===== config.mk =====
export PLATFORM = sky130hd
export DESIGN_NAME = dice_roll_ctrl
export DESIGN_NICKNAME = d
export VERILOG_FILES = /design/src/rtl/yacht_pkg.sv /design/src/rtl/lfsr16.sv /design/src/rtl/dice_roll_ctrl.sv
export SDC_FILE = /design/constraint.sdc
export NUM_CORES = 1
export LEC_CHECK = 0
export CORE_MARGIN = 5
export CORE_UTILIZATION = 35
export DETAILED_ROUTE_END_ITERATION = 12
export GPL_ROUTABILITY_DRIVEN = 0
export HOLD_SLACK_MARGIN = 0.06
export PLACE_DENSITY_LB_ADDON = 0.1
export SETUP_SLACK_MARGIN = 0.2
export SYNTH_ARGS = -nofsm -noshare
export SYNTH_HDL_FRONTEND = slang
export SYNTH_SLANG_ARGS = --single-unit

===== constraint.sdc =====
create_clock -name clk -period 2.2 [get_ports clk]
set_input_delay 0.33 -clock clk [delete_from_list [all_inputs] [get_ports clk]]
set_output_delay 0.33 -clock clk [all_outputs]
set_load 0.02 [all_outputs]

===== src/rtl/yacht_pkg.sv =====
// ------------------------------------------------------------------
// yacht_pkg : shared types and constants for the Yacht dice datapath
// Rev 1.0
// ------------------------------------------------------------------
`default_nettype none

package yacht_pkg;

  localparam int          DIE_W         = 3;
  localparam int          DEF_NUM_DICE  = 5;
  localparam logic [15:0] LFSR_POLY     = 16'hB400;
  localparam logic [15:0] DEF_LFSR_SEED = 16'hACE1;

  typedef enum logic [1:0] {
    ROLL_IDLE   = 2'd0,
    ROLL_TUMBLE = 2'd1,
    ROLL_DONE   = 2'd2
  } roll_state_t;

  // Galois form: shift right, fold the polynomial in when bit 0 falls out.
  function automatic logic [15:0] lfsr_step(input logic [15:0] s);
    return s[0] ? ((s >> 1) ^ LFSR_POLY) : (s >> 1);
  endfunction

  function automatic logic die_face_ok(input logic [DIE_W-1:0] v);
    return (v >= 3'd1) && (v <= 3'd6);
  endfunction

endpackage

`default_nettype wire


===== src/rtl/lfsr16.sv =====
// ------------------------------------------------------------------
// lfsr16 : free-running 16-bit Galois LFSR with reset seed
// Rev 1.0
// ------------------------------------------------------------------
`default_nettype none

module lfsr16
  import yacht_pkg::*;
#(
  parameter logic [15:0] SEED = DEF_LFSR_SEED
) (
  input  logic        clk,
  input  logic        reset_n,
  output logic [15:0] state
);

  always_ff @(posedge clk or negedge reset_n) begin
    if (!reset_n) begin
      state <= SEED;
    end else begin
      state <= lfsr_step(state);
    end
  end

endmodule

`default_nettype wire


===== src/rtl/dice_roll_ctrl.sv =====
// ------------------------------------------------------------------
// dice_roll_ctrl : roll sequencer, dice registers and hold mask
// Rev 1.0
// ------------------------------------------------------------------
`default_nettype none

module dice_roll_ctrl
  import yacht_pkg::*;
#(
  parameter int          NUM_DICE     = DEF_NUM_DICE,
  parameter int          TUMBLE_TICKS = 8,
  parameter int          TICK_DIV     = 5000000,
  parameter logic [15:0] LFSR_SEED    = DEF_LFSR_SEED
) (
  input  logic                      clk,
  input  logic                      reset_n,
  input  logic                      roll_trigger,
  input  logic                      hold_toggle,
  input  logic [2:0]                hold_sel,
  input  logic                      clear_holds,
  output logic [DIE_W*NUM_DICE-1:0] dice_out,
  output logic [NUM_DICE-1:0]       hold_mask,
  output logic                      busy,
  output logic                      roll_done,
  output logic                      dice_valid
);

  localparam int DW     = DIE_W * NUM_DICE;
  localparam int DIV_W  = (TICK_DIV > 1) ? $clog2(TICK_DIV) : 1;
  localparam int TICK_W = (TUMBLE_TICKS > 1) ? $clog2(TUMBLE_TICKS) : 1;

  localparam logic [DIV_W-1:0]  DIV_LAST   = DIV_W'(TICK_DIV - 1);
  localparam logic [TICK_W-1:0] TICK_LAST  = TICK_W'(TUMBLE_TICKS - 1);
  localparam logic [DW-1:0]     DICE_RESET = {NUM_DICE{3'd1}};

  roll_state_t         state, state_nxt;
  logic [DIV_W-1:0]    div_cnt, div_nxt;
  logic [TICK_W-1:0]   tick_cnt, tick_nxt;
  logic [DW-1:0]       dice_nxt, rolled;
  logic [NUM_DICE-1:0] mask_nxt, toggle_vec, edited;
  logic                clr_pend, clr_nxt;
  logic                valid_nxt;
  logic [15:0]         lfsr;
  logic                unused_lfsr;

  lfsr16 #(
    .SEED (LFSR_SEED)
  ) u_lfsr (
    .clk     (clk),
    .reset_n (reset_n),
    .state   (lfsr)
  );

  // Only the low 3*NUM_DICE bits feed the dice; fold the rest away.
  assign unused_lfsr = ^lfsr;

  always_comb begin
    toggle_vec = '0;
    for (int i = 0; i < NUM_DICE; i++) begin
      if (hold_toggle && (hold_sel == 3'(i))) begin
        toggle_vec[i] = 1'b1;
      end
    end
    edited = clear_holds ? '0 : (hold_mask ^ toggle_vec);
  end

  // Out-of-range candidates (0 or 7) leave the die where it was.
  always_comb begin
    rolled = dice_out;
    for (int i = 0; i < NUM_DICE; i++) begin
      if (!hold_mask[i] && die_face_ok(lfsr[DIE_W*i +: DIE_W])) begin
        rolled[DIE_W*i +: DIE_W] = lfsr[DIE_W*i +: DIE_W];
      end
    end
  end

  always_comb begin
    state_nxt = state;
    div_nxt   = div_cnt;
    tick_nxt  = tick_cnt;
    dice_nxt  = dice_out;
    mask_nxt  = hold_mask;
    clr_nxt   = clr_pend;
    valid_nxt = dice_valid;

    case (state)
      ROLL_IDLE: begin
        mask_nxt = edited;
        if (roll_trigger) begin
          div_nxt   = '0;
          tick_nxt  = '0;
          state_nxt = (&edited) ? ROLL_DONE : ROLL_TUMBLE;
        end
      end

      ROLL_TUMBLE: begin
        if (clear_holds) begin
          clr_nxt = 1'b1;
        end
        if (div_cnt == DIV_LAST) begin
          div_nxt  = '0;
          tick_nxt = tick_cnt + TICK_W'(1);
          dice_nxt = rolled;
          if (tick_cnt == TICK_LAST) begin
            state_nxt = ROLL_DONE;
          end
        end else begin
          div_nxt = div_cnt + DIV_W'(1);
        end
      end

      ROLL_DONE: begin
        valid_nxt = 1'b1;
        mask_nxt  = clr_pend ? '0 : edited;
        clr_nxt   = 1'b0;
        state_nxt = ROLL_IDLE;
      end

      default: begin
        state_nxt = ROLL_IDLE;
      end
    endcase
  end

  always_ff @(posedge clk or negedge reset_n) begin
    if (!reset_n) begin
      state      <= ROLL_IDLE;
      div_cnt    <= '0;
      tick_cnt   <= '0;
      dice_out   <= DICE_RESET;
      hold_mask  <= '0;
      clr_pend   <= 1'b0;
      dice_valid <= 1'b0;
    end else begin
      state      <= state_nxt;
      div_cnt    <= div_nxt;
      tick_cnt   <= tick_nxt;
      dice_out   <= dice_nxt;
      hold_mask  <= mask_nxt;
      clr_pend   <= clr_nxt;
      dice_valid <= valid_nxt;
    end
  end

  assign busy      = (state == ROLL_TUMBLE);
  assign roll_done = (state == ROLL_DONE);

endmodule

`default_nettype wire


Yosys cells after proc, flatten, opt, wreduce, memory -nomap -nowiden:

Cells that the tools add are included.

* reductions and logical operators: 35
* magnitude comparators: 10
* muxes and demuxes: 22
* $add $sub $neg: 2
* bitwise operators: 2
* equality and inequality tests: 12

Operators with widths (count)
* $mux 23: 2
* $pmux 23 s2: 1
* $add 23x1->23 const B: 1
* $eq 23x23->1 const B: 1
* $reduce_and 3->1: 7
* $mux 16: 1
* $ge 3x1->1 const B: 5
* $le 3x3->1 const B: 5
* $logic_and 1x1->1: 15
* $mux 5: 2
* $pmux 5 s2: 1
* $mux 2: 4
* $eq 3x2->1 const B: 2
* $eq 3x3->1 const B: 2
* $mux 1: 6
* $mux 3: 2
* $pmux 3 s2: 1
* $reduce_bool 2->1: 3
* $logic_not 1->1: 5
* $reduce_and 5->1: 1
* $xor 5x5->5: 1
* $ne 2x1->1 const B: 2
* $ne 2x2->1 const B: 2
* $not 3->4: 1
* 9 further kinds: 10

* word-level logic and storage cells: 95
* input port bits: 8
* bits in registers: 66

Depth between registers and ports, before layout:

Gate-level depths: netlist of run 1.

* depth after elaboration: 9
* depth in mapped cells: 7

Cells and area by module:

From an unflattened synthesis of run 1, not the netlist that was laid out.

* cells, all modules: 333
* area total of the unflattened synthesis: 3301.9 sq um

Modules (own cells, without submodules)
* dice_roll_ctrl: cells an instance 314, times used 1, area each 2865.2 sq um, sequential area each 1257.5 sq um
* lfsr16: cells an instance 19, times used 1, area each 436.7 sq um, sequential area each 410.4 sq um

Least setup slack after synthesis of run 1:

No wires, ideal clock.

* path kind: flip-flop to flip-flop
* start point: register div_cnt[10]
* end point: register dice_out[11]
* arrival time: 1.987 ns
* stages on the path, launching flop included: 7
* library setup time: 0.121 ns
* buffers on the path: 1
* period minus slack after synthesis: 2.108 ns
* required time: 2.079 ns
* path slack: 0.092 ns
* cells stage by stage: dfrtp_1 > or4b_4 > nor4_4 > nand4_4 > buf_6 > o31a_1 > o22a_1

* word-level cells in the longest chain between the ends: 2

RTL lines
* start: declaration: line dice_roll_ctrl.sv:37 `logic [DIV_W-1:0] div_cnt, div_nxt;`
* start signal: assignment: line dice_roll_ctrl.sv:136 `div_cnt <= div_nxt;`
* $eq 23x23->1: line dice_roll_ctrl.sv:100 `if (div_cnt == DIV_LAST) begin`
* $reduce_and 3->1 (no source line)
* end signal: assignment: line dice_roll_ctrl.sv:138 `dice_out <= dice_nxt;`
* end: declaration: line dice_roll_ctrl.sv:21 `output logic [DIE_W*NUM_DICE-1:0] dice_out,`

Every way passes these cells.
A chain may end at the register's enable or synchronous reset.

Worst setup path after layout of run 1:

* start point: register div_cnt[12]
* end point: register state[0]

* word-level cells in the longest chain between the ends: 3

RTL lines
* $eq 23x23->1: line dice_roll_ctrl.sv:100
* $ne 2x1->1 (no source line)
* $reduce_and 3->1 (no source line)
* end signal: assignment: line dice_roll_ctrl.sv:135 `state <= state_nxt;`
* end: declaration: line dice_roll_ctrl.sv:36 `roll_state_t state, state_nxt;`

Every way passes these cells.

==> results of run 1 <==
==> worst max path at each step <==
stage	start	to	cells after the start
2_1_floorplan	div_cnt[10]$_DFFE_PN0P_	dice_out[11]$_DFFE_PN0P_	6
3_3_place_gp	div_cnt[12]$_DFFE_PN0P_	dice_out[13]$_DFFE_PN0P_	6
3_5_place_dp	div_cnt[12]$_DFFE_PN0P_	dice_out[1]$_DFFE_PN0P_	6
4_1_cts	div_cnt[12]$_DFFE_PN0P_	dice_out[7]$_DFFE_PN0P_	7
5_1_grt	div_cnt[12]$_DFFE_PN0P_	dice_out[11]$_DFFE_PN0P_	7
6_report	div_cnt[12]$_DFFE_PN0P_	state[0]$_DFFE_PN0P_	7
==> report_power, final <==
part           total [uW]  internal [uW]  leakage [uW]  switching (uW)
clock network         926            434     0.0000851             492
registers            1410           1300      0.000832             119
logic                 305            145       0.00107             160
total                2650           1870       0.00199             771
==> placed cells by master (no fill, tap or decap), types with 11 or more instances in the layout <==
master,count
nand3_1,17
o22a_1,15
o31a_1,15
a21o_1,17
clkdlybuf4s50_1,27
o21ai_0,11
dfrtp_1,50
nand2_1,16
buf_4,17
dfstp_2,13
nor2_1,30
==> what timing repair did <==
action	in CTS	in global routing
buffers inserted	2	2
hold endpoints to repair	53	0
gates cloned	2	2
setup endpoints to repair	20	40
gates resized for setup	18	24
hold buffers	1	0
pin swaps	8	13
==> area by class of cell <==
class	count	area share (%)
flip-flops and latches	66	39.5
clock inverters	5	0.710
repair buffers	58	14.3
well taps	111	3.28
inverters	8	0.710
clock buffers	11	3.34
multi-input cells	227	38.1
==> registers in the layout (all words and copies together) (netlist names) <==
register and cells:
u_lfsr.state 16, hold_mask 5, state 2, tick_cnt 3, div_cnt 23, dice_out 15, clr_pend 1, dice_valid 1
==> critical path, cell delays in order (launching register included) <==
cell,delay (ns)
dfrtp_1,0.39
or4b_4,0.55
nor4_4,0.22
nand4_4,0.18
buf_12,0.17
buf_16,0.13
buf_4,0.15
o211a_1,0.21
==> layer usage <==
metal  global-route usage, %  vias up
met5                       0        -
met4                    5.48        0
met3                    2.77       12
met2                    23.5       35
met1                    18.7     1365
li1                        -     1297
==> cells by family (layout without fill, tap and decap cells) <==
logic type,after synthesis,after routing,share of synthesized area (%)
AO/OA/AOI/OAI,103,103,23.3
XOR/XNOR,6,6,1.61
adder cells (fa/ha/maj),3,3,1.15
buffers and inverters,24,82,3.18
flip-flops,66,66,51.0
multiplexers,7,7,2.18
AND/OR/NAND/NOR,108,108,17.6
==> through the flow <==
| stage | hold WS, ns | utilization, % |
|---|---|---|
| after floorplan | 0.0344 | - |
| after global placement | 0.380 | 41.5 |
| after detailed placement | 0.381 | 41.5 |
| after CTS | 0.398 | 45.0 |
| after global routing | 0.401 | 46.2 |
| final | 0.395 | 46.2 |
==> impl_metrics.csv, run 1 <==
group,metric,value,unit
finish,multi_input_area,1610,sq um
route,highest_layer,"met4",
yosys,yosys_most_used_dff,"dfrtp_1",
clocking,clkSinkCount,66,
timing,post-route-period-util,95.3,%
route,initialDrtViolationCount,118,
clocking,clk_pin_slew_worst_paths,0.08,ns
setup_path,path_class,"reg -> reg",
finish,drive_gt1_share,23.7,%
yosys,synth_common_cells,"53 x dfrtp_1, 30 x nor2_1, 20 x nand3_1",
yosys,synth_top_area_share,40.6,%
timing,fin_worst_skew,0.0112,ns
floorplan,die_y,107,um
timing,slew_headroom,74.6,%
finish,regArea,1670,sq um
clocking,cts_tree,"yes",
timing,worst_pin_slew,0.381,ns
timing,rsz0062_at_grt,"true",
timing,period_minus_slack,2.10,ns
placement,dpl_cell_area,3800,sq um
setup_path,reg2reg_slack,0.10,ns
setup_path,endpoint_kind,"flip-flop",
power_and_ir_drop,p_leak,0.00199,uW
floorplan,start_util,35.7,%
power_and_ir_drop,finalPower,2650,uW
yosys,synth_edf_count,0,
finish,area_growth,29.4,%
finish,nNetsFinal,381,
setup_path,r2r-end,"state[0]$_DFFE_PN0P_",
yosys,yosysMostFrequentCell,"dfrtp_1",
route,postRouteAntennaNets,0,
timing,setup_violations,0,
worst_hold_path,min-delay-start,"u_lfsr.state[15]$_DFF_PN1_",
floorplan,die_w,107,um
yosys,synth_area_leaders,"dfrtp_1 41%, dfstp_2 10%, o22a_1 4.0%",
yosys,syn_nets,328,
placement,place_hpwl,4850,um
timing,drv_slew,0,
power_and_ir_drop,ir_drop,0.000302,V
worst_hold_path,hold_depth,0,
yosys,synthArstFlopShare,100,%
route,wl,7810,um
yosys,netlist_area,3270,sq um
global_routing,grt_pass1_wl,13100,um
timing,fin_ws,0.103,ns
clocking,ctsRootBufferMaster,"clkbuf_8",
clocking,h-tree-depth,3,
route,wl_met2,3740,um
placement,portBuffers,30,
setup_path,r2r_start,"div_cnt[12]$_DFFE_PN0P_",
flow_run,drv_cap,0,
timing,max_freq,0.477,GHz
status,status,"complete, no violations",
finish,fillers,833,
global_routing,track_usage,14.3,%
global_routing,antenna_found_initial,0,
route,drc_errors,0,
power_and_ir_drop,p_per_area,626,nW/um^2
setup_path,critPathRequiredTime,2.43,ns
timing,finalHoldViolations,0,
yosys,yosys_warnings,0,
route,wl_met3,208,um
timing,setup_tns,0,ns
clocking,clockBufferDepth,2,
setup_path,critPathLaunchType,"flip-flop",
route,firstDrtPassIters,5,
route,drt-met1-wl,3740,um
setup_path,crit_fanout,7,
clocking,numCtsBuffers,9,
route,vias,2709,
yosys,syn_area_per_cell,10.3,sq um
placement,place_ws,0.104,ns
global_routing,grt_pass1_vias,2607,
floorplan,top_level_ports,31,
finish,num_antenna_cells,0,
worst_hold_path,hold_class,"reg -> reg",
setup_path,arrival,2.33,ns
worst_hold_path,whs_endpoint,"u_lfsr.state[14]$_DFF_PN0_",
global_routing,grt_max_degree,67,
yosys,synth_cell_types,46,
global_routing,grt-ovfl-total,0,
floorplan,core,9150,sq um
route,via_per_inst,5.57,
yosys,ys_seq_area_share,51.0,%
setup_path,r2r_cells,7,
yosys,post-synth-top-area-cell,"dfrtp_1",
finish,stdcell_area,4230,sq um
yosys,ys_ff_latch,66,
floorplan,die_area,11400,sq um
placement,dp_cells,461,
clocking,insertion_delay,0.34,ns
floorplan,fp-row-count,35,
route,wire_per_inst,16.1,um
finish,fin_cells,486,
yosys,syn_inst,317,
(Power assumes the default switching activity.)
==> run 2, diff against run 1 <==
--- a/config.mk
+++ b/config.mk
@@ -5,9 +5,11 @@
 export SDC_FILE = /design/constraint.sdc
 export NUM_CORES = 1
 export LEC_CHECK = 0
+export ABC_AREA = 0
 export CORE_MARGIN = 5
 export CORE_UTILIZATION = 35
 export DETAILED_ROUTE_END_ITERATION = 12
+export DONT_BUFFER_PORTS = 1
 export GPL_ROUTABILITY_DRIVEN = 0
 export HOLD_SLACK_MARGIN = 0.06
 export PLACE_DENSITY_LB_ADDON = 0.1
==> run 2 against run 1 <==
Net effect:
- utilization is 1.3 points lower
- global-route usage is 0.19 points higher
- critical path depth stayed put
- non-clock buffer count is 23 lower
- final cell count is 4.7% lower
- design area is 2.7% lower
- first-iteration DRC count is 18% higher
- fmax is 2.5% lower
- flip-flop and latch count stayed put
- clock power is 26% higher
- clock-buffer cell count is 1 lower
- sequential share of layout area is 1.0 points higher
==> impl_metrics.csv, run 2 (synthesis results as in run 1) <==
group,metric,value,unit
finish,top_register,"div_cnt",
clocking,clkSinkCount,66,
timing,setup_tns,0,ns
route,firstDrtPassIters,4,
setup_path,crit_family,"simple AND/OR/NAND/NOR gates",
setup_path,slowest_stage,"or4b_4",
clocking,numCtsBuffers,9,
worst_hold_path,hold_class,"in -> reg",
finish,layout_commonest_cell,"dfrtp_1",
timing,rsz0062_at_grt,"true",
finish,drive_gt1_share,28.1,%
setup_path,endpoint_kind,"flip-flop",
global_routing,grt_pass1_vias,2472,
timing,max_freq,0.465,GHz
route,initialDrtViolationCount,139,
floorplan,start_util,35.7,%
floorplan,die_area,11400,sq um
status,status,"complete, no violations",
route,wire_per_inst,17.5,um
setup_path,arrival,2.38,ns
floorplan,top_level_ports,31,
floorplan,core,9150,sq um
placement,place_ws,0.0677,ns
power_and_ir_drop,p_leak,0.00196,uW
timing,fin_worst_skew,0.0101,ns
power_and_ir_drop,p_per_area,696,nW/um^2
power_and_ir_drop,ir_drop,0.000385,V
timing,slew_headroom,60.2,%
setup_path,crit_fanout,6,
finish,stdcell_area,4110,sq um
timing,post-route-period-util,97.8,%
global_routing,grt_max_degree,67,
timing,fin_ws,0.0495,ns
route,via_per_inst,5.67,
setup_path,r2r_start,"div_cnt[10]$_DFFE_PN0P_",
timing,setup_violations,0,
setup_path,max_stage_delay,0.54,ns
timing,period_minus_slack,2.15,ns
route,wl,8080,um
clocking,ctsRootBufferMaster,"clkbuf_8",
global_routing,track_usage,14.5,%
finish,mostFrequentLayoutCells,"53 x dfrtp_1, 30 x nor2_1, 23 x buf_4, 17 x a21o_1",
clocking,clockBufferDepth,2,
timing,finalHoldViolations,0,
setup_path,path_class,"reg -> reg",
clocking,clk_pin_slew_worst_paths,0.08,ns
placement,place_hpwl,4950,um
route,vias,2625,
clocking,cts_tree,"yes",
flow_run,drv_cap,0,
finish,num_antenna_cells,0,
setup_path,critPathRequiredTime,2.43,ns
placement,dpl_cell_area,3510,sq um
route,drc_errors,0,
clocking,insertion_delay,0.34,ns
placement,dp_cells,432,
setup_path,crit_top_cell,"a21o_1",
finish,fin_cells,463,
finish,largest_reg_flops,23,
worst_hold_path,min-delay-start,"hold_sel[1]",
setup_path,startpoint,"div_cnt[10]$_DFFE_PN0P_",
finish,area_growth,25.9,%
finish,reg_top3,"div_cnt: 23 flops, u_lfsr.state: 16 flops, dice_out: 15 flops",
timing,hold_ws,0.0767,ns
timing,worst_pin_slew,0.597,ns
timing,drv_slew,0,
floorplan,die_y,107,um
clocking,h-tree-depth,3,
global_routing,grt_pass1_wl,13200,um
global_routing,grt-ovfl-total,0,
placement,portBuffers,0,
finish,nNetsFinal,358,
route,postRouteAntennaNets,0,
floorplan,die_w,107,um
setup_path,critPathLaunchType,"flip-flop",
floorplan,fp-row-count,35,
global_routing,antenna_found_initial,0,
setup_path,crit_chain,"or4b_4 > nor4_4 > buf_4 > a31oi_4 > clkbuf_16 > a21o_1 > a21o_1",
setup_path,crit_buf_inv,2,
run 2: cell types whose count changed in the layout (fill, tap and decap cells not counted), sizes merged:
| cell | before | now |
|---|---|---|
| bufinv | 0 | 2 |
| clkinv | 3 | 1 |
| clkdlybuf4s50 | 27 | 0 |
| clkbuf | 12 | 13 |
| dlygate4sd2 | 1 | 0 |
| buf | 27 | 31 |
| dlymetal6s2s | 1 | 0 |
| inv | 8 | 9 |
run 2: final cells by class:
cell class | instances | area, sq um
tap | 111 | 139
fill | 849 | 5040
multi-input combinational | 227 | 1640
timing repair buffer | 35 | 415
clock inverter | 6 | 88.8
clock buffer | 10 | 138
inverter | 8 | 30.0
sequential | 66 | 1670
run 2: what timing repair did:
item,CTS,global route
hold buffers,2,0
pin swaps,0,20
buffers inserted,5,2
endpoints found under the setup margin,23,41
resized for setup,9,29
hold endpoints to repair,66,0
cloned,2,4
run 2: power by group:
group	switching (uW)	leakage [uW]	internal [uW]
clock	496	0.000109	671
sequential	122	0.000837	1290
combinational	147	0.00102	131
total	765	0.00196	2100
run 2: worst register-to-register path: stages (launching register included):
cell and delay [ns]:
dfrtp_1 0.39, or4b_4 0.54, nor4_4 0.25, buf_4 0.19, a31oi_4 0.15, clkbuf_16 0.21, a21o_1 0.15, a21o_1 0.16
run 2: routing by layer:
layer | track usage (%) | wire length [um] | vias to the layer above
met5 | 0 | 0 | -
met1 | 20.2 | 3760 | 1319
met4 | 3.74 | 64 | 0
met2 | 22.4 | 3990 | 44
met3 | 4.09 | 268 | 6
li1 | - | - | 1256
run 2: metrics by stage:
step	power (uW)	util, %
6_report	2860	44.9
5_1_grt	3010	44.9
4_1_cts	2880	43.0
3_5_place_dp	1660	38.3
3_3_place_gp	1650	38.3
2_1_floorplan	1570	-
run 2: worst paths after layout:
path	to	slack, ns	depth (start not counted)
setup / recovery	div_cnt[9]$_DFFE_PN0P_	0.05	7
max in group asynchronous	u_lfsr.state[5]$_DFF_PN1_	1.34	2
hold reg to reg	u_lfsr.state[14]$_DFF_PN0_	0.40	0
hold / removal	hold_mask[1]$_DFFE_PN0P_	0.08	1
min in group asynchronous	hold_mask[4]$_DFFE_PN0P_	0.55	2
setup reg to reg	div_cnt[9]$_DFFE_PN0P_	0.05	7
